==> src/rtl/upower_ri_sequencer.sv <==
// rtl/upower_ri_sequencer.sv - multi-cycle control sequencer for the uPower R/I-type ALU datapath
//
// Accepts one instruction word over instr_valid/instr_ready, decodes it and
// walks IDLE -> DECODE -> EXEC (EXEC_CYCLES or longer under stall) -> WB, or
// IDLE -> DECODE -> TRAP for an undecodable word.
//
// Ports:
//   clk, rst                 clock (rising edge), synchronous active-high reset
//   instr_valid/instr_in     instruction offer; instr_ready high only in IDLE
//   stall                    holds the FSM in EXEC
//   instr_out                captured instruction word for the datapath
//   ALU_OP/ALUSrc/RegDst/XO  decoded controls, driven in EXEC and WB only
//   RegWrite, done           one-cycle pulse in WB
//   illegal                  one-cycle pulse in TRAP
//   retired_count            WB count, wraps (only with UPR_SEQ_PERF_EN)
//   illegal_count            TRAP count, saturates (only with UPR_SEQ_PERF_EN)
//
// Optional macro: UPR_SEQ_PERF_EN enables the performance counters; when it is
// undefined both counter ports are constant 0.

module upower_ri_sequencer #(
  parameter int N           = 32,
  parameter int EXEC_CYCLES = 1
) (
  input  logic         clk,
  input  logic         rst,
  input  logic         instr_valid,
  input  logic [N-1:0] instr_in,
  output logic         instr_ready,
  input  logic         stall,
  output logic [N-1:0] instr_out,
  output logic [3:0]   ALU_OP,
  output logic         ALUSrc,
  output logic         RegDst,
  output logic         XO,
  output logic         RegWrite,
  output logic         done,
  output logic         illegal,
  output logic [31:0]  retired_count,
  output logic [15:0]  illegal_count
);

  typedef enum logic [2:0] {
    S_IDLE,
    S_DECODE,
    S_EXEC,
    S_WB,
    S_TRAP
  } state_t;

  state_t state, next_state;

  logic [3:0] exec_cnt;
  logic [3:0] alu_op_q;
  logic       alu_src_q, reg_dst_q, xo_q;

  logic       dec_legal;
  logic [3:0] dec_op;
  logic       dec_src, dec_dst, dec_xo;

  logic [5:0] opcode;
  logic       oe_bit;
  logic [8:0] xo9;
  logic [9:0] xo10;

  assign opcode = instr_out[31:26];
  assign oe_bit = instr_out[10];
  assign xo9    = instr_out[9:1];
  assign xo10   = instr_out[10:1];

  // Rc (bit 0) is deliberately not examined.
  always_comb begin
    dec_legal = 1'b0;
    dec_op    = 4'b0000;
    dec_src   = 1'b0;
    dec_dst   = 1'b0;
    dec_xo    = 1'b0;
    case (opcode)
      6'd14: begin dec_legal = 1'b1; dec_op = 4'b0010; dec_src = 1'b1; dec_xo = 1'b1; end
      6'd28: begin dec_legal = 1'b1; dec_op = 4'b0000; dec_src = 1'b1; end
      6'd24: begin dec_legal = 1'b1; dec_op = 4'b0001; dec_src = 1'b1; end
      6'd31: begin
        if (!oe_bit && xo9 == 9'd266) begin
          dec_legal = 1'b1; dec_op = 4'b0010; dec_dst = 1'b1; dec_xo = 1'b1;
        end else if (!oe_bit && xo9 == 9'd40) begin
          dec_legal = 1'b1; dec_op = 4'b0110; dec_dst = 1'b1; dec_xo = 1'b1;
        end else if (xo10 == 10'd28) begin
          dec_legal = 1'b1; dec_op = 4'b0000; dec_dst = 1'b1;
        end else if (xo10 == 10'd444) begin
          dec_legal = 1'b1; dec_op = 4'b0001; dec_dst = 1'b1;
        end
      end
      default: dec_legal = 1'b0;
    endcase
  end

  always_ff @(posedge clk) begin
    if (rst) begin
      state     <= S_IDLE;
      instr_out <= '0;
      exec_cnt  <= 4'd0;
      alu_op_q  <= 4'b0000;
      alu_src_q <= 1'b0;
      reg_dst_q <= 1'b0;
      xo_q      <= 1'b0;
    end else begin
      state <= next_state;
      if (state == S_IDLE && instr_valid)
        instr_out <= instr_in;
      if (state == S_DECODE && dec_legal) begin
        alu_op_q  <= dec_op;
        alu_src_q <= dec_src;
        reg_dst_q <= dec_dst;
        xo_q      <= dec_xo;
        exec_cnt  <= 4'(EXEC_CYCLES - 1);
      end
      // Counter runs down regardless of stall and parks at zero.
      if (state == S_EXEC && exec_cnt != 4'd0)
        exec_cnt <= exec_cnt - 4'd1;
      // Controls drop back to zero as WB retires, so DECODE always sees zeros.
      if (state == S_WB) begin
        alu_op_q  <= 4'b0000;
        alu_src_q <= 1'b0;
        reg_dst_q <= 1'b0;
        xo_q      <= 1'b0;
      end
    end
  end

  always_comb begin
    next_state  = state;
    instr_ready = 1'b0;
    RegWrite    = 1'b0;
    done        = 1'b0;
    illegal     = 1'b0;
    case (state)
      S_IDLE: begin
        instr_ready = 1'b1;
        if (instr_valid) next_state = S_DECODE;
      end
      S_DECODE: next_state = dec_legal ? S_EXEC : S_TRAP;
      S_EXEC: begin
        if (exec_cnt == 4'd0 && !stall) next_state = S_WB;
      end
      S_WB: begin
        RegWrite   = 1'b1;
        done       = 1'b1;
        next_state = S_IDLE;
      end
      S_TRAP: begin
        illegal    = 1'b1;
        next_state = S_IDLE;
      end
      default: next_state = S_IDLE;
    endcase
  end

  assign ALU_OP = alu_op_q;
  assign ALUSrc = alu_src_q;
  assign RegDst = reg_dst_q;
  assign XO     = xo_q;

`ifdef UPR_SEQ_PERF_EN
  logic [31:0] retired_q;
  logic [15:0] illegal_q;

  always_ff @(posedge clk) begin
    if (rst) begin
      retired_q <= 32'd0;
      illegal_q <= 16'd0;
    end else begin
      if (state == S_WB)
        retired_q <= retired_q + 32'd1;
      if (state == S_TRAP && illegal_q != 16'hFFFF)
        illegal_q <= illegal_q + 16'd1;
    end
  end

  assign retired_count = retired_q;
  assign illegal_count = illegal_q;
`else
  assign retired_count = 32'd0;
  assign illegal_count = 16'd0;
`endif

endmodule

==> config.mk <==
export PLATFORM = sky130hd
export DESIGN_NAME = upower_ri_sequencer
export DESIGN_NICKNAME = d
export VERILOG_FILES = /design/src/rtl/upower_ri_sequencer.sv
export SDC_FILE = /design/constraint.sdc
export NUM_CORES = 1
export LEC_CHECK = 0
export CORE_MARGIN = 2
export CORE_UTILIZATION = 25
export DETAILED_ROUTE_END_ITERATION = 10
export HOLD_SLACK_MARGIN = 0.08
export SYNTH_ARGS = -nofsm -noshare
export SYNTH_HDL_FRONTEND = slang
export SYNTH_SLANG_ARGS = --single-unit
==> constraint.sdc <==
create_clock -name clk -period 3.26 [get_ports clk]
set_clock_uncertainty 0.05 [all_clocks]
set_input_delay 0.978 -clock clk [delete_from_list [all_inputs] [get_ports clk]]
set_output_delay 0.978 -clock clk [all_outputs]
set_load 0.005 [all_outputs]
After elaboration in Yosys (flattened, before gate mapping)
Index checks and enable logic that the tools add are counted.
Storage, ports and cells
  register bits after elaboration: 46
  input bits: 36
  output and inout bits: 91
Operators by class
  $add $sub $neg: 1
  equal/unequal tests: 14
  muxes and demuxes: 24
  reductions and logical operators: 15
Operators by type and width (number)
  $eq 6x5->1 const B: 3
  $pmux 3 s3: 2
  $mux 3: 5
  $mux 1: 13
  $eq 10x5->1 const B: 1
  $eq 10x9->1 const B: 1
  $eq 9x6->1 const B: 1
  $eq 9x9->1 const B: 1
  $mux 4: 2
  $eq 3x2->1 const B: 2
  $eq 6x4->1 const B: 1
  $logic_and 1x1->1: 6
  $logic_not 4->1: 1
  $pmux 1 s2: 2
  $reduce_bool 4->1: 1
  $sub 4x1->4 const B: 1
  $eq 3x1->1 const B: 1
  $eq 3x3->1 const B: 1
  $logic_not 3->1: 1
  $reduce_or 3->1: 1
  $logic_not 1->1: 2
  $ne 2x1->1 const B: 1
  $ne 2x2->1 const B: 1
  $reduce_and 2->1: 1
  2 further kinds: 2

Logic depth before layout (Yosys ltp)
  word-level depth: 9
  depth in mapped cells: 6
  mapped depth without buffers: 5

Worst setup path after synthesis
No wires, ideal clock.
  path type: register to output
  from: register state[1]
  to: output done
  arrival time: 0.977 ns
  data required time: 2.232 ns
  path slack: 1.255 ns
  cell stages (with the launch flop): 4
  cell sequence: dfxtp_1 inv_1 nor3b_1 buf_4
On the way
  longest elaborated chain between the ends: 2
RTL lines
  from (decl): line 51  | state_t state, next_state;
  from (signal assigned): line 107  | state <= next_state;
  $eq 3x2->1
  $mux 1
  to (decl): line 37  | output logic done,
No other way between the ends.

Final worst setup path
  from: register state[1]
  to: output done
On the way
  longest elaborated chain between the ends: 2
RTL lines
  $eq 3x2->1: line 136  | case (state)
  $mux 1: line 136
No other way between the ends.

==> impl_results.md <==
- Status: finished clean
- Post-CTS Setup Bufs: 0
- Initial antenna violation count: 0
- Port Buf Inserts: 77
- Synth Instances: ~280
- Area growth syn-to-layout: 36.6%
- Syn_area_per_cell: between 7 and 8 µm²
- I/O pins: 127
- Max_slew headroom: 60.1%
- PD cells: 385 mW/mm²
- Clock sink count: 45
- Fraction of registers with async set/reset: 0%
- Final Hold Fails: 0
- DP HPWL: just under 4000 µm
- Final wirelength: approximately 5300 µm
- Post-CTS resize count: 0
- Post-synthesis sequential area ratio: 40.3%
- Final Util: 35.1%
- HP Class: reg2reg
- Worst EP required: 2.23 ns
- Post-route cell area: 0.00305 mm²
- Reg2Reg Capture Point: ALU_OP[2]
- Netlist cell types: 40
- CTS tree: yes
- Drt wl/cell: 11.4 µm
- Die width: a little under 100 µm
- Max VDD drop: 0.000231 V
- EDFF count, synth: 0
- Syn. warnings: 0
- RSZ-0062 raised after global routing: false
- Post-synth top flop: dfxtp_1
- Reg2reg path depth: 5
- Area of the mapped netlist: 0.00223 mm²
- Core Area: approximately 0.0087 mm²
- Most frequent cells in the layout: clkdlybuf4s50_1, nand2_1, conb_1
- Vias in the first global route: roughly 1,800
- Total power: 1.17 mW
- Max clock buf depth: 2
- Worst Path Arrival: 1.64 ns
- Setup crit end kind: output pin
- Vias per cell: 4.21
- Die Y: 98.5 µm
- Hold_sp: instr_out[16]
- TritonRoute pass-1 iters: 4
- Dpl cell area: roughly 0.0029 mm²
- DRC errors left: 0
- H-tree depth: 2
- Largest cells by area after synthesis: dfxtp_1, buf_4, nand2_1
- Cell taking the most area after synthesis: dfxtp_1
- Hold-fix buffers, CTS: 0
- Initial drt markers: 51
- CP Buf/Inv Count: 3
- Final period utilization: between 80% and 90%
- Slew @ Worst Pin: 0.598 ns
- N_diodes: 0
- Yosys reg bits: 45
- Largest net degree at the start of global routing: 33
- Vias post-DR: 1,967
- Hold Crit Depth: 2
- Post-DRT Antenna Nets: 0
- Sw Share: 25.1%
- Final Slew Violations: 0
- Clock transition at path regs: 0.09 ns
- Fin nets: 395
- Routability Congestion: 0.715
- Min Hold Slack: 0.406 ns
- CP top delay family: buffers and inverters
- Root Driver: clkbuf_8
- Worst-Skew Late Latency: 0.29 ns
- Hold EP: instr_out[16]
- Setup TNS: 0 ns
- Crit-path slowest cell: clkdlybuf4s50_1
- Commonest non-fill, non-tap cell in the layout: clkdlybuf4s50_1
- CTS Buf Count: 5
- Clock share of power: 31.8%
- Layout cells sized above 1: 5.85%
- Worst Path Max Fanout: 5
- Reg2Reg Launch Point: instr_out[1]
- Tmin final: ~2.7 ns
- Gr ovfl total: 0
- Sw power: 0.295 mW
- Setup crit start kind: flip-flop
- Total GRT Usage: 10.5%
- Sequential power share: 51.1%
- Number of max-cap violations: 0
- Int Power: 0.880 mW
- Initial Util: 25.7%
- LEAKAGE: around 1.2 nW
- Logic pwr share: 17.1%
- FMAX: 0.374 GHz
- Number of setup violations in the final report: 0
- Reg-to-reg slack, setup: 1.22 ns
- CP Cell Sequence: inv_1 -> nor3b_1 -> buf_4 -> clkdlybuf4s50_1
- Die ar.: 0.00971 mm²
- CP max stage delay: ~0.5 ns
- Critical path class: reg2out
- Row cnt: 34
- Synth top area share: around two fifths
- Global-route wire length before repair: between 8000 and 9000 µm
## how the worst max path moves through the flow
stage	slack, ns	endpoint	start	cells past startpoint
after CTS	0.56	done	state[1]	4
after global placement	0.92	exec_cnt[0]	rst	4
after floorplan	1.26	done	state[1]	3
after global routing	0.45	RegWrite	state[1]	4
after detailed placement	0.90	instr_out[20]	instr_valid	6
final	0.59	done	state[1]	4
## worst register-to-register path, delay by kind of cell (launching register included)
kind	cells	cell delay (ns)
flip-flops	1	0.33
multiplexers	1	0.18
AO/OA/AOI/OAI	1	0.28
AND/OR/NAND/NOR	3	1.13
## cell families (layout without fill, tap and decap cells)
logic type / after synthesis / in the layout / synth area share (%)
flops: 45 / 45 / 40.3
other cells: 1 / 49 / 0.168
fa+ha+maj: 1 / 1 / 0.560
buf+inv: 63 / 93 / 19.0
mux: 1 / 1 / 0.448
simple gates: 114 / 114 / 24.7
compound gates: 56 / 56 / 14.8
## power by group through the flow
stage                     sequential (mW)  combinational (mW)  clock (mW)
after floorplan                     0.612               0.125           0
after detailed placement            0.613               0.202           0
after global routing                0.606               0.224       0.414
after CTS                           0.600               0.203       0.399
final                               0.600               0.201       0.374
after global placement              0.612               0.201           0
## synth_stat cells, types with 2 or more instances
cell	n
inv_1	3
nor2_1	5
nand4_1	4
nand2_1	74
nor3b_1	3
dfxtp_1	45
o21ai_0	4
a21oi_1	36
nor2b_1	2
a31oi_1	4
or3_1	5
clkbuf_1	10
nor3_1	6
nand3_1	2
a21o_1	2
nand3b_1	3
buf_4	50
## stage by stage
step / cells / setup slack (ns)
2_1_floorplan: 329 / 1.26
3_3_place_gp: 459 / 0.921
3_5_place_dp: 459 / 0.903
4_1_cts: 467 / 0.564
5_1_grt: 467 / 0.453
6_report: 467 / 0.589
## per-layer routing
| metal | vias to the layer above | part of all wire [%] | GRT usage [%] |
|---|---|---|---|
| met1 | 886 | 41 | 12.2 |
| met2 | 82 | 49 | 17.8 |
| met5 | - | 0 | 0 |
| li1 | 999 | - | - |
| met4 | 0 | 0 | 2.53 |
| met3 | 0 | 10 | 4.68 |
## state kept, by name (all words and copies together), names as in the netlist
signal     flops
ALUSrc         1
ALU_OP         3
RegDst         1
XO             1
exec_cnt       4
instr_out     32
state          3
## final cells by class
class                           instances  area [µm²]
Sequential cell                        45         901
Tap cell                              108         135
Clock inverter                          1        5.00
Multi-Input combinational cell        221        1090
Inverter                                3        11.3
Fill cell                             908        5630
Timing Repair Buffer                   82         808
Clock buffer                            7        96.3
Power figures use the tool's default switching activity.
